## src/rtl/cp_remover.sv

```systemverilog
// cp_remover
//   Cyclic-prefix removal and symbol framing. Takes the time-aligned sample
//   stream from the timing synchronizer. The first accepted sample is the
//   first CP sample of the first symbol. For every OFDM symbol the block
//   drops the NCP prefix samples and forwards the NFFT useful samples to the
//   FFT over a Wishbone-style streaming handshake. It flags the first useful
//   sample of each symbol and counts completed symbols per frame.
//
// Ports
//   CLK_I, RST_I            clock, synchronous active-high reset
//   DAT_I/CYC_I/STB_I/ACK_O upstream slave side   ([31:16] imag, [15:0] real)
//   DAT_O/CYC_O/STB_O/WE_O  downstream master side
//   ACK_I                   downstream accept
//   SOS_O                   start of symbol, qualified by STB_O
//   SYM_CNT                 completed symbols in the current frame (saturating)
//   ABORT_O                 one-cycle pulse when the frame ends mid-symbol
module cp_remover #(
  parameter int NFFT = 256,
  parameter int NCP  = 64,
  parameter int CW   = 9,
  parameter int SW   = 8
) (
  input  logic          CLK_I,
  input  logic          RST_I,
  input  logic [31:0]   DAT_I,
  input  logic          CYC_I,
  input  logic          STB_I,
  output logic          ACK_O,
  output logic [31:0]   DAT_O,
  output logic          CYC_O,
  output logic          STB_O,
  output logic          WE_O,
  input  logic          ACK_I,
  output logic          SOS_O,
  output logic [SW-1:0] SYM_CNT,
  output logic          ABORT_O
);

  typedef enum logic [1:0] {IDLE, CP, DATA, DRAIN} state_t;

  state_t        state, state_nx;
  logic [CW-1:0] cnt, cnt_nx;
  logic [SW-1:0] sym_nx;
  logic          abort_nx;
  logic          load;
  logic          out_xfer;

  assign WE_O     = STB_O;
  assign out_xfer = STB_O & ACK_I;

  always_comb begin
    state_nx = state;
    cnt_nx   = cnt;
    sym_nx   = SYM_CNT;
    abort_nx = 1'b0;
    ACK_O    = 1'b0;
    load     = 1'b0;
    case (state)
      IDLE: begin
        cnt_nx = '0;
        if (CYC_I) state_nx = CP;
      end
      CP: begin
        if (!CYC_I) begin
          // A drop on a symbol boundary (CP count 0) is a clean frame end.
          state_nx = DRAIN;
          abort_nx = (cnt != '0);
          cnt_nx   = '0;
        end else begin
          // Prefix samples are always taken and thrown away.
          ACK_O = STB_I;
          if (STB_I) begin
            if (cnt == CW'(NCP - 1)) begin
              state_nx = DATA;
              cnt_nx   = '0;
            end else begin
              cnt_nx = cnt + 1'b1;
            end
          end
        end
      end
      DATA: begin
        if (!CYC_I) begin
          state_nx = DRAIN;
          abort_nx = 1'b1;
          cnt_nx   = '0;
        end else begin
          // Accept when the output slot is free or is being emptied this cycle.
          ACK_O = STB_I & (~STB_O | ACK_I);
          if (ACK_O) begin
            load = 1'b1;
            if (cnt == CW'(NFFT - 1)) begin
              state_nx = CP;
              cnt_nx   = '0;
              if (SYM_CNT != '1) sym_nx = SYM_CNT + 1'b1;
            end else begin
              cnt_nx = cnt + 1'b1;
            end
          end
        end
      end
      DRAIN: begin
        if (!STB_O) begin
          state_nx = IDLE;
          sym_nx   = '0;
        end
      end
      default: state_nx = IDLE;
    endcase
  end

  always_ff @(posedge CLK_I) begin
    if (RST_I) begin
      state   <= IDLE;
      cnt     <= '0;
      SYM_CNT <= '0;
      ABORT_O <= 1'b0;
      DAT_O   <= '0;
      STB_O   <= 1'b0;
      SOS_O   <= 1'b0;
      CYC_O   <= 1'b0;
    end else begin
      state   <= state_nx;
      cnt     <= cnt_nx;
      SYM_CNT <= sym_nx;
      ABORT_O <= abort_nx;
      if (load) begin
        // Load wins over drain, so back-to-back transfers leave no bubble.
        DAT_O <= DAT_I;
        STB_O <= 1'b1;
        SOS_O <= (cnt == '0);
        CYC_O <= 1'b1;
      end else if (out_xfer) begin
        STB_O <= 1'b0;
        SOS_O <= 1'b0;
      end
      if (state == DRAIN && !STB_O) CYC_O <= 1'b0;
    end
  end

endmodule

```

## config.mk

```make
export PLATFORM = sky130hd
export DESIGN_NAME = cp_remover
export DESIGN_NICKNAME = d
export VERILOG_FILES = /design/src/rtl/cp_remover.sv
export SDC_FILE = /design/constraint.sdc
export NUM_CORES = 1
export LEC_CHECK = 0
export ABC_AREA = 1
export CELL_PAD_IN_SITES_DETAIL_PLACEMENT = 1
export CELL_PAD_IN_SITES_GLOBAL_PLACEMENT = 1
export CORE_UTILIZATION = 29
export CTS_CLUSTER_SIZE = 30
export DETAILED_ROUTE_END_ITERATION = 12
export HOLD_SLACK_MARGIN = 0.02
export PLACE_DENSITY = 0.88
export SYNTH_ARGS = -nofsm -noshare
export SYNTH_HDL_FRONTEND = slang
export SYNTH_SLANG_ARGS = --single-unit
```

## constraint.sdc

```tcl
create_clock -name CLK_I -period 1.8 [get_ports CLK_I]
set_clock_uncertainty 0.05 [all_clocks]
set_input_delay 0.36 -clock CLK_I [delete_from_list [all_inputs] [get_ports CLK_I]]
set_output_delay 0.36 -clock CLK_I [all_outputs]
set_load 0.01 [all_outputs]
```

Word level (Yosys, flattened, before mapping)

Index checks and enable logic that the tools add are counted.

Add/subtract/negate cells: 2
Equal/unequal tests: 16
Reductions and logical operators: 12
Bitwise operators: 4
Multiplexer cells: 34

Operators by type and width:

| kind                                                 | number |
|---|---|
| two-way mux 9 bit                                    | 6 |
| two-way mux 8 bit                                    | 5 |
| one-hot mux 9 bit (3 select lines)                   | 1 |
| two-way mux 2 bit                                    | 8 |
| one-hot mux 8 bit (2 select lines)                   | 1 |
| inequality test 2 bit (second input constant)        | 6 |
| inequality test 3 bit (second input constant)        | 4 |
| AND reduction 6 bit                                  | 2 |
| two-way mux 1 bit                                    | 10 |
| adder 9 x 1 -> 9 bit (second input constant)         | 1 |
| equality test 9 x 6 -> 1 bit (second input constant) | 1 |
| equality test 9 x 8 -> 1 bit (second input constant) | 1 |
| zero test 9 bit                                      | 1 |
| nonzero test 9 bit                                   | 1 |
| adder 8 x 1 -> 8 bit (second input constant)         | 1 |
| inequality test 8 bit (second input constant)        | 1 |
| one-hot mux 2 bit (4 select lines)                   | 1 |
| equality test 2 bit (second input constant)          | 2 |
| one-hot mux 1 bit (2 select lines)                   | 2 |
| nonzero test 2 bit                                   | 2 |
| AND reduction 3 bit                                  | 1 |
| nonzero test 3 bit                                   | 1 |
| AND 1 bit                                            | 2 |
| equality test 2 x 1 -> 1 bit (second input constant) | 1 |
| 6 further kinds                                      | 6 |

Word-level logic and storage cells: 76
Input port bits: 37
Register bits: 55
Output and inout bits: 46

Depth between registers and ports, before layout

Gate-level depths: netlist of the first run.

Depth in word-level cells: 7
Mapped depth: 14
Mapped depth without buffers: 14

Least setup slack after synthesis of the first run

OpenSTA, ideal clock, no wires.

Path type: reg2reg
From: register cnt[1]
To: register SYM_CNT[1]
Cell stages (with the launch flop): 14
Setup time: 0.117 ns
Data required time: 1.633 ns
Slack: -0.109 ns
Path buffers: 0
Clock period less this slack: 1.909 ns
Arrival: 1.741 ns
Cells stage by stage: dfxtp_1 ha_1 nand2_1 nor2_1 nand2_1 nor2_1 ha_1 inv_1 nand2_1 nand2_1 nor2_4 nand3_2 o21ai_0 nor2_1

Cells in the longest elaborated chain, start to end: 3

RTL lines:

| element                                | line | source |
|---|---|---|
| start, declared                        | 42   | `logic [CW-1:0] cnt, cnt_nx;` |
| start signal, assigned                 | 124  | `cnt <= cnt_nx;` |
| equality test 9 x 8 -> 1 bit           | 92   | `if (cnt == CW'(NFFT - 1)) begin` |
| inequality test 2 bit (no source line) | n/a  |  |
| AND reduction 6 bit (no source line)   | n/a  |  |
| end signal, assigned                   | 125  | `SYM_CNT <= sym_nx;` |
| end, declared                          | 35   | `output logic [SW-1:0] SYM_CNT,` |

Every way passes these cells.
A chain may end at the register's enable or synchronous reset.

Worst setup path after layout of the first run

From: register cnt[1]
To: register SYM_CNT[5]

Same word-level chain as after synthesis.

==> summary.txt, run 1 <==
Outcome
  • Run status: finished with violations
  • Failing checks: setup timing

GRT
  • Layer with the highest usage: met2
  • Met3 track demand over resource: 0.0525
  • GRT Resource Usage Total: 0.201
  • Vias in the first global route: around 3300
  • Met2 Usage GRT: 0.390
  • Maximum number of pins on one net before global-route repair: 36
  • GRT Residual Overflow: 0
  • Initial antenna violation count: 0
  • Met1 Resource Use GR: 0.196
  • First-pass GRT wire length: about 16000 um

Routing
  • WL final: roughly 10000 um
  • 1st-pass router iterations: 4
  • Via count: just under 3000
  • DRT antenna net count: 0
  • Wire per inst: roughly 16 um
  • Initial detailed-routing violation count: 87
  • DRC violation count after routing: 0
  • Vias per inst: roughly 4.8

Timing
  • Actual slew at the worst max-slew pin: 0.438 ns
  • Min setup slack post-route: -0.161 ns
  • Endpoints failing setup: 20
  • Shortest period the worst path allows: 1.96 ns
  • Max-slew headroom: 0.708
  • Share of the cycle needed by the critical path after routing: 1.09
  • Fin. Hold Viols: 0
  • Achievable clock frequency: 510 MHz
  • RSZ-0062 raised after global routing: yes
  • Max-slew violation count: 0

Synthesis
  • Count of unique library cells instantiated by Yosys: 27
  • Cell area after synthesis: roughly 0.0026 sq mm
  • Average size of a mapped cell: between 6 and 7 sq um
  • Mux contribution to synthesized area: 0
  • Post-synthesis share of cell area spent on full adders, half adders and majority gates: 0.0473
  • Post-synth top area cell: sky130_fd_sc_hd__dfxtp_1
  • Main combinational cell family by area after synthesis: simple AND/OR/NAND/NOR gates
  • Largest cells by area after synthesis: sky130_fd_sc_hd__dfxtp_1 (42%), sky130_fd_sc_hd__nand2_1 (20%), sky130_fd_sc_hd__a21oi_1 (8.7%)
  • Fraction of post-synthesis cell area in the top cell type by area: 0.416
  • Sequential area share after synthesis: 0.416
  • Net count after synthesis: 426
  • Simple-gate share of the synthesized area: 0.333
  • Synthesized-area fraction occupied by xor and xnor cells: 0.00331
  • Post-synthesis compound-gate area fraction: 0.115
  • Cells after synthesis: about 380
  • Syn. warnings: 0
  • FF+latch count, synth: 55

Floorplan
  • Count of pins on the block boundary: 83
  • Starting utilization of the core area: 0.302
  • Area of the die: ~0.0095 sq mm
  • Standard cell core area: a little under 0.009 sq mm
  • Die outline height: 97.5 um
  • Die width: a little under 100 um
  • Number of cell rows: 34

Power
  • Cell leakage power: around 1.7 nW
  • Share of total power in sequential cells: 0.368
  • Clock network fraction of design power: 0.211
  • Switching share of power: 0.388
  • Proportion of power drawn by combinational gates: 0.421
  • Peak ir drop on the vdd network: approximately 0.00042 V
  • Power density over the cells: just under 900 mW/mm^2
  • Post-layout power: 3.77 mW
  • Internal Pwr Total: roughly 2.3 mW
  • Power spent charging and discharging nets: roughly 1.5 mW

Layout
  • Growth of design area from synthesis to finish: 60.7%
  • Count of antenna diodes in the layout: 0
  • Fraction of final layout cells with drive strength greater than 1: 0.234
  • Nets@finish: around 550
  • Final cell count without fillers: 616
  • Final instance area: between 0.004 and 0.005 sq mm
  • Finished Core Util: 0.485

CTS
  • Root buffer cell: sky130_fd_sc_hd__clkbuf_8
  • TritonCTS clock tree: built
  • Buffer depth of the longest clock path: 2
  • Insertion delay to the later sink of the worst-skew pair: approximately 0.32 ns
  • Clock input transition at the sequential cells of the worst setup and hold paths: between 0.1 and 0.15 ns
  • TritonCTS Buffers: 5
  • Clock H-tree levels: 2
  • Clock sinks: 55

Place
  • Setup Slack @ Placement: -0.567 ns
  • Area after detailed placement: around 0.0038 sq mm
  • Port Buf Inserts: 82
  • Detailed-placement wirelength estimate: 6590 um
  • RD Place Congestion: approximately 0.84
  • Instance count after placement with tap cells included: between 500 and 600

Critical path
  • Cell chain of the critical path: ha_4 > nand2_4 > nor2_4 > nand2_2 > nor2_4 > ha_4 > inv_2 > nand2_2 > nand2_2 > nor2_4 > nand2_4 > nor2_4 > nand2_2 > a21oi_2
  • Maximum fanout along the worst path: 6
  • CP peak stage delay: roughly 0.37 ns
  • Critical path's slowest cell: sky130_fd_sc_hd__dfxtp_2
  • Kind of capture point of the worst setup path: flip-flop
  • Worst EP arrival: between 2 and 2.5 ns
  • Required time of the critical path: between 2 and 2.5 ns
  • Kind of start point of the critical path: flip-flop
  • Worst setup path category: flip-flop to flip-flop

Worst hold path
  • Worst min-delay path category: input pin to flip-flop

Job
  • Max_cap viols: 0
==> synthesized netlist by cell type, drive strengths merged <==
master	n
nand2	147
dfxtp	55
a21oi	47
inv	35
nor2	34
nand3	17
ha	10
o21ai	8
clkbuf	7
buf	6
nand4	4
nand3b	2
nor3b	2
o21bai	2
clkinv	1
o221a	1
xor2	1
==> sequential cells by signal (all words and copies together), names as in the netlist <==
name and flops:
DAT_O 32, cnt 9, STB_O 1, SOS_O 1, SYM_CNT 8, state 2
CYC_O 1, ABORT_O 1
==> cell type report <==
type	instances	area, sq um
fillers	1111	4510
multi-input cells	276	1520
repair buffers	133	1240
flip-flops and latches	55	1110
inverters	36	144
well taps	108	135
clock buffers	5	68.8
clock inverters	3	31.3
==> worst max-delay path: cells and delay by family (launching register included) <==
family,cells,cell delay (ns)
flops,1,0.37
fa+ha+maj,2,0.30
buf+inv,1,0.04
compound gates,1,0.13
simple gates,10,1.00
==> worst paths after layout <==
path	from	endpoint	slack, ns	cells after the start
max	cnt[1]	SYM_CNT[5]	-0.16	14
min	ACK_I	SOS_O	0.39	6
max reg2reg	cnt[1]	SYM_CNT[5]	-0.16	14
min reg2reg	DAT_O[29]	DAT_O[29]	0.42	2
==> placed cells by master, fill, tap and decap left out, types with 2 or more instances in the layout <==
| cell type | count |
|---|---|
| sky130_fd_sc_hd__nand2_1 | 126 |
| sky130_fd_sc_hd__clkdlybuf4s50_1 | 77 |
| sky130_fd_sc_hd__dfxtp_1 | 51 |
| sky130_fd_sc_hd__buf_4 | 46 |
| sky130_fd_sc_hd__a21oi_1 | 40 |
| sky130_fd_sc_hd__nor2_1 | 29 |
| sky130_fd_sc_hd__inv_1 | 27 |
| sky130_fd_sc_hd__nand2_2 | 16 |
| sky130_fd_sc_hd__nand3_1 | 12 |
| sky130_fd_sc_hd__a21oi_2 | 6 |
| sky130_fd_sc_hd__o21ai_0 | 6 |
| sky130_fd_sc_hd__ha_1 | 6 |
| sky130_fd_sc_hd__nand2_4 | 5 |
| sky130_fd_sc_hd__nor2_4 | 5 |
| sky130_fd_sc_hd__inv_2 | 5 |
| sky130_fd_sc_hd__clkbuf_8 | 5 |
| sky130_fd_sc_hd__nand4_1 | 4 |
| sky130_fd_sc_hd__ha_4 | 4 |
| sky130_fd_sc_hd__inv_4 | 3 |
| sky130_fd_sc_hd__nand3_2 | 3 |
| sky130_fd_sc_hd__nand3_4 | 3 |
| sky130_fd_sc_hd__nand3b_1 | 2 |
| sky130_fd_sc_hd__o21bai_1 | 2 |
| sky130_fd_sc_hd__nor3b_1 | 2 |
| sky130_fd_sc_hd__o21ai_2 | 2 |
| sky130_fd_sc_hd__inv_8 | 2 |
| sky130_fd_sc_hd__dfxtp_2 | 2 |
| sky130_fd_sc_hd__dlymetal6s2s_1 | 2 |
| sky130_fd_sc_hd__dlygate4sd2_1 | 2 |
| sky130_fd_sc_hd__buf_6 | 2 |
| sky130_fd_sc_hd__buf_12 | 2 |
| sky130_fd_sc_hd__dfxtp_4 | 2 |
==> logic make-up (layout without fill, tap and decap cells) <==
group / count (synthesis) / count (layout)
AO/OA/AOI/OAI: 58 / 58
XOR/XNOR: 1 / 1
adder cells (fa/ha/maj): 10 / 10
buffers and inverters: 49 / 177
flip-flops: 55 / 55
AND/OR/NAND/NOR: 206 / 207
==> per-layer routing <==
| layer | routed length, um | share of wire |
|---|---|---|
| met2 | 5410 | 0.54 |
| met4 | 256 | 0.025 |
| met1 | 3970 | 0.39 |
| met3 | 425 | 0.042 |
| met5 | 0 | 0 |
==> what timing repair did <==
item / 4_1_cts / 5_1_grt
hold buffers: 0 / 0
setup endpoints to repair: 55 / 22
buffers inserted: 6 / 6
pin swaps: 13 / 16
gates cloned: 1 / 0
gates resized for setup: 37 / 30
==> stage by stage <==
step / setup TNS [ns] / hold slack [ns]
after detailed placement: -14.29 / 0.411
after global placement: -10.32 / 0.401
after global routing: -3.76 / 0.418
after CTS: -1.53 / 0.429
final: -2.12 / 0.388
after floorplan: 0 / 0.414
==> power groups by stage <==
stage	Sequential [mW]	Clock [mW]	Combinational, mW
after global routing	1.40	0.866	1.72
after global placement	1.37	0	1.23
after floorplan	1.40	0	0.668
after CTS	1.36	0.811	1.45
final	1.39	0.794	1.59
after detailed placement	1.37	0	1.29
Note: power is estimated with default switching activity, not from simulation.
==> run 2, diff against run 1 <==
--- a/config.mk
+++ b/config.mk
@@ -13,6 +13,7 @@
 export DETAILED_ROUTE_END_ITERATION = 12
 export HOLD_SLACK_MARGIN = 0.02
 export PLACE_DENSITY = 0.88
+export SETUP_SLACK_MARGIN = 0.3
 export SYNTH_ARGS = -nofsm -noshare
 export SYNTH_HDL_FRONTEND = slang
 export SYNTH_SLANG_ARGS = --single-unit
==> summary.txt, run 2 (same netlist as run 1, synthesis figures left out) <==
Critical path
  • Crit path top cell by count: sky130_fd_sc_hd__nand2_2
  • Maximum fanout along the worst path: 6 (unchanged)
  • Worst EP arrival: 2.33 ns (was 2.17 ns)
  • Cell chain of the critical path: nand3_1 > nor2_4 > nand2_2 > nor2_4 > ha_4 > inv_2 > nand2_2 > nand2_2 > nor2_4 > nand2_2 > nor2_4 > nand2_2 > a21oi_2 (was ha_4 > nand2_4 > nor2_4 > nand2_2 > nor2_4 > ha_4 > inv_2 > nand2_2 > nand2_2 > nor2_4 > nand2_4 > nor2_4 > nand2_2 > a21oi_2)
  • Critical path's slowest cell: sky130_fd_sc_hd__dfxtp_1 (was sky130_fd_sc_hd__dfxtp_2)
  • CP peak stage delay: 0.39 ns (was 0.37 ns)
  • Kind of capture point of the worst setup path: flip-flop (unchanged)
  • Kind of start point of the critical path: flip-flop (unchanged)
  • Worst setup path category: flip-flop to flip-flop (unchanged)
  • Required time of the critical path: 2.00 ns (was 2.01 ns)

Layout
  • Growth of design area from synthesis to finish: 80.5% (was 60.7%)
  • Count of filler cells inserted in the layout: 1041 (was 1111)
  • Final instance area: 0.00477 sq mm (was 0.00425 sq mm)
  • Leading cell types in the layout, fill and taps excluded: sky130_fd_sc_hd__nand2_1 (95), sky130_fd_sc_hd__dlygate4sd2_1 (44), sky130_fd_sc_hd__dfxtp_1 (43) (was sky130_fd_sc_hd__nand2_1 (126), sky130_fd_sc_hd__clkdlybuf4s50_1 (77), sky130_fd_sc_hd__dfxtp_1 (51))
  • Largest registers ranked by flip-flop count: DAT_O: 32 flops, cnt: 9 flops, SYM_CNT: 8 flops (unchanged)
  • Area of combinational cells with multiple inputs: 0.00188 sq mm (was 0.00152 sq mm)
  • FF+latch area: 0.00112 sq mm (was 0.00111 sq mm)
  • Fraction of final layout cells with drive strength greater than 1: 0.385 (was 0.234)
  • Top register by number of flip-flops: DAT_O (unchanged)
  • Nets@finish: 558 (was 554)
  • Final cell count without fillers: 621 (was 616)
  • Leading cell type in the layout, fill and taps excluded: sky130_fd_sc_hd__nand2_1 (unchanged)
  • Number of flip-flops in the largest register: 32 (unchanged)

GRT
  • First-pass GRT wire length: 15700 um (was 15500 um)
  • Vias in the first global route: 3234 (was 3329)
  • GRT Residual Overflow: 0 (unchanged)
  • GRT Resource Usage Total: 0.205 (was 0.201)
  • Maximum number of pins on one net before global-route repair: 32 (was 36)
  • Initial antenna violation count: 1 (was 0)

Place
  • RD Place Congestion: 0.854 (was 0.843)
  • Setup Slack @ Placement: -0.536 ns (was -0.567 ns)
  • Area after detailed placement: 0.00386 sq mm (was 0.00385 sq mm)
  • Instance count after placement with tap cells included: 591 (was 595)
  • Detailed-placement wirelength estimate: 6600 um (was 6590 um)
  • Port Buf Inserts: 82 (unchanged)

Routing
  • Via count: 3187 (was 2980)
  • WL final: 12500 um (was 10100 um)
  • DRT antenna net count: 0 (unchanged)
  • 1st-pass router iterations: 4 (unchanged)
  • Vias per inst: 5.13 (was 4.84)
  • Initial detailed-routing violation count: 105 (was 87)
  • DRC violation count after routing: 0 (unchanged)
  • Wire per inst: 20.1 um (was 16.3 um)

Timing
  • Max-slew violation count: 0 (unchanged)
  • Endpoints failing setup: 19 (was 20)
  • Share of the cycle needed by the critical path after routing: 1.18 (was 1.09)
  • RSZ-0062 raised after global routing: yes (unchanged)
  • Fin Hold WS: 0.437 ns (was 0.388 ns)
  • Fin. Hold Viols: 0 (unchanged)
  • Achievable clock frequency: 469 MHz (was 510 MHz)
  • Max-slew headroom: 0.651 (was 0.708)
  • Shortest period the worst path allows: 2.13 ns (was 1.96 ns)
  • Actual slew at the worst max-slew pin: 0.523 ns (was 0.438 ns)
  • Min setup slack post-route: -0.333 ns (was -0.161 ns)

Floorplan
  • Starting utilization of the core area: 0.302 (unchanged)
  • Count of pins on the block boundary: 83 (unchanged)
  • Die outline height: 97.5 um (unchanged)
  • Die width: 97.5 um (unchanged)
  • Number of cell rows: 34 (unchanged)
  • Standard cell core area: 0.00876 sq mm (unchanged)
  • Area of the die: 0.00951 sq mm (unchanged)

Power
  • Peak ir drop on the vdd network: 0.000398 V (was 0.000422 V)
  • Cell leakage power: 2.26 nW (was 1.71 nW)
  • Post-layout power: 3.88 mW (was 3.77 mW)
  • Power density over the cells: 813 mW/mm^2 (was 887 mW/mm^2)

Outcome
  • Failing checks: setup timing (unchanged)
  • Run status: finished with violations (unchanged)

CTS
  • Hold buffer count at cts: 0 (unchanged)
  • Clock input transition at the sequential cells of the worst setup and hold paths: 0.12 ns (about the same)
  • TritonCTS clock tree: built (unchanged)
  • Insertion delay to the later sink of the worst-skew pair: 0.33 ns (was 0.32 ns)
  • Buffer depth of the longest clock path: 2 (unchanged)
  • TritonCTS Buffers: 5 (unchanged)
  • Clock H-tree levels: 2 (unchanged)
  • Clock sinks: 55 (unchanged)
  • Root buffer cell: sky130_fd_sc_hd__clkbuf_8 (unchanged)

Worst hold path
  • Worst min-delay path category: flip-flop to flip-flop (was input pin to flip-flop)

Job
  • Max_cap viols: 0 (unchanged)
-- run 2: cell types whose count changed in the layout (fill, tap and decap cells not counted), sizes merged --
cell | before | now
buf | 52 | 53
dlymetal6s2s | 2 | 1
inv | 38 | 37
diode | 0 | 1
clkdlybuf4s50 | 77 | 33
dlygate4sd2 | 2 | 44
clkbuf | 5 | 8
clkdlybuf4s15 | 0 | 3
clkinvlp | 0 | 1
-- run 2: layout make-up --
cell class | instances | area share
sequential | 55 | 0.235
inverter | 36 | 0.0354
antenna | 1 | 0.000524
clock buffer | 5 | 0.0144
timing repair buffer | 137 | 0.289
tap | 108 | 0.0283
clock inverter | 3 | 0.00524
multi-input combinational | 276 | 0.393
-- run 2: timing repair --
action | 4_1_cts | 5_1_grt
buffers inserted | 8 | 5
endpoints found under the hold margin | 0 | 0
cloned | 5 | 3
pin swaps | 13 | 19
setup endpoints to repair | 100 | 59
gates resized for setup | 110 | 115
-- run 2: critical path: cells and delay by family, from the launching register on --
family | cells | cell delay (ns)
flip-flops | 1 | 0.39
AO/OA/AOI/OAI | 1 | 0.16
buffers and inverters | 1 | 0.04
adder cells (fa/ha/maj) | 1 | 0.15
AND/OR/NAND/NOR | 10 | 1.25
-- run 2: path summary, 6_finish.rpt --
path / cells after the start / from / slack (ns) / to
worst min-delay path: 2 / DAT_O[30] / 0.44 / DAT_O[30]
worst min register to register: 2 / DAT_O[30] / 0.44 / DAT_O[30]
worst max-delay path: 13 / cnt[3] / -0.33 / SYM_CNT[4]
worst max register to register: 13 / cnt[3] / -0.33 / SYM_CNT[4]
-- run 2: metrics by stage --
stage | TNS (ns) | utilization
6_report | -4.15 | 0.545
2_1_floorplan | 0 | -
3_5_place_dp | -14.84 | 0.441
4_1_cts | -0.770 | 0.482
5_1_grt | -5.57 | 0.545
3_3_place_gp | -10.18 | 0.441
-- run 2: power by group --
group | switching [mW] | internal [mW]
logic | 1.01 | 0.728
registers | 0.0833 | 1.31
clock network | 0.461 | 0.285
total | 1.56 | 2.32
-- run 2: routing by layer --
metal,track usage,vias to the layer above,wire length [um]
met5,0,-,0
met4,0.0633,0,531
met3,0.0367,48,575
met2,0.402,110,6700
met1,0.220,1569,4680
li1,-,1460,-
==> run 3, diff against run 2 <==
--- a/config.mk
+++ b/config.mk
@@ -8,11 +8,12 @@
 export ABC_AREA = 1
 export CELL_PAD_IN_SITES_DETAIL_PLACEMENT = 1
 export CELL_PAD_IN_SITES_GLOBAL_PLACEMENT = 1
-export CORE_UTILIZATION = 29
+export CORE_UTILIZATION = 30
 export CTS_CLUSTER_SIZE = 30
 export DETAILED_ROUTE_END_ITERATION = 12
+export DONT_BUFFER_PORTS = 1
 export HOLD_SLACK_MARGIN = 0.02
-export PLACE_DENSITY = 0.88
+export PLACE_DENSITY = 0.72
 export SETUP_SLACK_MARGIN = 0.3
 export SYNTH_ARGS = -nofsm -noshare
 export SYNTH_HDL_FRONTEND = slang
==> summary.txt, run 3 (same netlist as run 1, synthesis figures left out) <==
Timing
  • Shortest period the worst path allows: 1.89 ns (was 2.13 ns)
  • RSZ-0062 raised after global routing: yes (unchanged)
  • Actual slew at the worst max-slew pin: 0.401 ns (was 0.523 ns)
  • Share of the cycle needed by the critical path after routing: 1.05 (was 1.18)
  • Fin. Hold Viols: 0 (unchanged)
  • Min setup slack post-route: -0.0891 ns (was -0.333 ns)
  • Max-slew headroom: 0.733 (was 0.651)
  • Endpoints failing setup: 11 (was 19)
  • Max-slew violation count: 0 (unchanged)
  • Achievable clock frequency: 529 MHz (was 469 MHz)
  • Post-route setup TNS: -0.672 ns (was -4.15 ns)
  • Fin Hold WS: 0.0470 ns (was 0.437 ns)

Critical path
  • Worst setup path category: flip-flop to flip-flop (unchanged)
  • Maximum fanout along the worst path: 6 (unchanged)
  • Minimum setup slack among reg-to-reg paths: -0.09 ns (was -0.33 ns)
  • Worst EP arrival: 2.09 ns (was 2.33 ns)
  • Kind of capture point of the worst setup path: flip-flop (unchanged)
  • Kind of start point of the critical path: flip-flop (unchanged)
  • Required time of the critical path: 2.00 ns (about the same)

Power
  • Cell leakage power: 1.39 nW (was 2.26 nW)
  • Power density over the cells: 1010 mW/mm^2 (was 813 mW/mm^2)
  • Peak ir drop on the vdd network: 0.000486 V (was 0.000398 V)
  • Post-layout power: 3.59 mW (was 3.88 mW)

GRT
  • First-pass GRT wire length: 12200 um (was 15700 um)
  • GRT Resource Usage Total: 0.171 (was 0.205)
  • Maximum number of pins on one net before global-route repair: 44 (was 32)
  • Vias in the first global route: 2557 (was 3234)
  • Initial antenna violation count: 0 (was 1)
  • GRT Residual Overflow: 0 (unchanged)

Layout
  • Final instance area: 0.00354 sq mm (was 0.00477 sq mm)
  • Largest registers ranked by flip-flop count: DAT_O: 32 flops, cnt: 9 flops, SYM_CNT: 8 flops (unchanged)
  • Count of antenna diodes in the layout: 0 (was 1)
  • Number of flip-flops in the largest register: 32 (unchanged)
  • Nets@finish: 465 (was 558)
  • Top register by number of flip-flops: DAT_O (unchanged)
  • Fraction of final layout cells with drive strength greater than 1: 0.286 (was 0.385)
  • Leading cell type in the layout, fill and taps excluded: sky130_fd_sc_hd__nand2_1 (unchanged)
  • Growth of design area from synthesis to finish: 33.8% (was 80.5%)
  • Leading cell types in the layout, fill and taps excluded: sky130_fd_sc_hd__nand2_1 (121), sky130_fd_sc_hd__dfxtp_1 (51), sky130_fd_sc_hd__a21oi_1 (37) (was sky130_fd_sc_hd__nand2_1 (95), sky130_fd_sc_hd__dlygate4sd2_1 (44), sky130_fd_sc_hd__dfxtp_1 (43))

Place
  • Area after detailed placement: 0.00290 sq mm (was 0.00386 sq mm)
  • Setup Slack @ Placement: -0.153 ns (was -0.536 ns)
  • Detailed-placement wirelength estimate: 5190 um (was 6600 um)
  • RD Place Congestion: 0.772 (was 0.854)
  • Port Buf Inserts: 0 (was 82)

CTS
  • Root buffer cell: sky130_fd_sc_hd__clkbuf_8 (unchanged)
  • Buffer depth of the longest clock path: 2 (unchanged)
  • Insertion delay to the later sink of the worst-skew pair: 0.31 ns (was 0.33 ns)
  • Clock sinks: 55 (unchanged)
  • TritonCTS clock tree: built (unchanged)
  • TritonCTS Buffers: 5 (unchanged)
  • Clock H-tree levels: 2 (unchanged)
  • Clock input transition at the sequential cells of the worst setup and hold paths: 0.10 ns (was 0.12 ns)

Routing
  • WL final: 8060 um (was 12500 um)
  • Vias per inst: 4.87 (was 5.13)
  • DRC violation count after routing: 0 (unchanged)
  • DRT antenna net count: 0 (unchanged)
  • Initial detailed-routing violation count: 90 (was 105)
  • Via count: 2551 (was 3187)
  • Wire per inst: 15.4 um (was 20.1 um)
  • 1st-pass router iterations: 4 (unchanged)

Floorplan
  • Count of pins on the block boundary: 83 (unchanged)
  • Die width: 95.9 um (was 97.5 um)
  • Die outline height: 95.9 um (was 97.5 um)
  • Starting utilization of the core area: 0.316 (was 0.302)
  • Area of the die: 0.00920 sq mm (was 0.00951 sq mm)
  • Standard cell core area: 0.00838 sq mm (was 0.00876 sq mm)
  • Number of cell rows: 33 (was 34)

Worst hold path
  • Worst min-delay path category: input pin to flip-flop (was flip-flop to flip-flop)

Job
  • Max_cap viols: 0 (unchanged)

Outcome
  • Failing checks: setup timing (unchanged)
  • Run status: finished with violations (unchanged)
[run 3: what timing repair did]
action | in CTS | in global routing
buffers inserted | 19 | 6
gates resized for setup | 45 | 25
hold buffers | 0 | 0
setup endpoints to repair | 54 | 46
pin swaps | 19 | 12
gates cloned | 2 | 1
[run 3: stage by stage]
step,util,instances
after detailed placement,0.346,488
after CTS,0.401,517
final,0.422,524
after global routing,0.422,524
after global placement,0.346,488
after floorplan,-,379
[run 3: critical path, cell delays in order, from the launching register on]
cell                      delay [ns]
sky130_fd_sc_hd__dfxtp_2        0.37
sky130_fd_sc_hd__ha_4           0.15
sky130_fd_sc_hd__nand2_4        0.05
sky130_fd_sc_hd__nor2_4         0.09
sky130_fd_sc_hd__nand2_2        0.09
sky130_fd_sc_hd__nor2_4         0.12
sky130_fd_sc_hd__ha_2           0.17
sky130_fd_sc_hd__inv_2          0.04
sky130_fd_sc_hd__nand2_2        0.05
sky130_fd_sc_hd__nand2_2        0.06
sky130_fd_sc_hd__nor2_4         0.12
sky130_fd_sc_hd__nand2_2        0.09
sky130_fd_sc_hd__nor2_4         0.19
sky130_fd_sc_hd__nand2_1        0.09
sky130_fd_sc_hd__a21oi_2        0.11
[run 3: per-layer routing]
metal  wire length [um]  GRT usage
met2               4160      0.319
met1               3380      0.200
met4                 96     0.0386
met5                  0          0
met3                427     0.0348
[run 3: report_power, final]
part / leakage [nW] / switching [mW] / total, mW / internal [mW]
Sequential: 0.446 / 0.100 / 1.41 / 1.31
Clock: 0.0548 / 0.429 / 0.849 / 0.420
Combinational: 0.889 / 0.775 / 1.33 / 0.556
[run 3: final timing paths]
path,start,end,cells after the start
worst max-delay path,cnt[0],SYM_CNT[0],14
worst max register to register,cnt[0],SYM_CNT[0],14
worst min register to register,DAT_O[26],DAT_O[26],2
worst min-delay path,RST_I,state[1],1
[run 3: final cells by class]
class,instances,area [sq um]
clock inverter,3,46.3
fill,1023,4840
timing repair buffer,44,435
tap,105,131
inverter,36,165
multi-input combinational,276,1580
sequential,55,1110
clock buffer,5,68.8
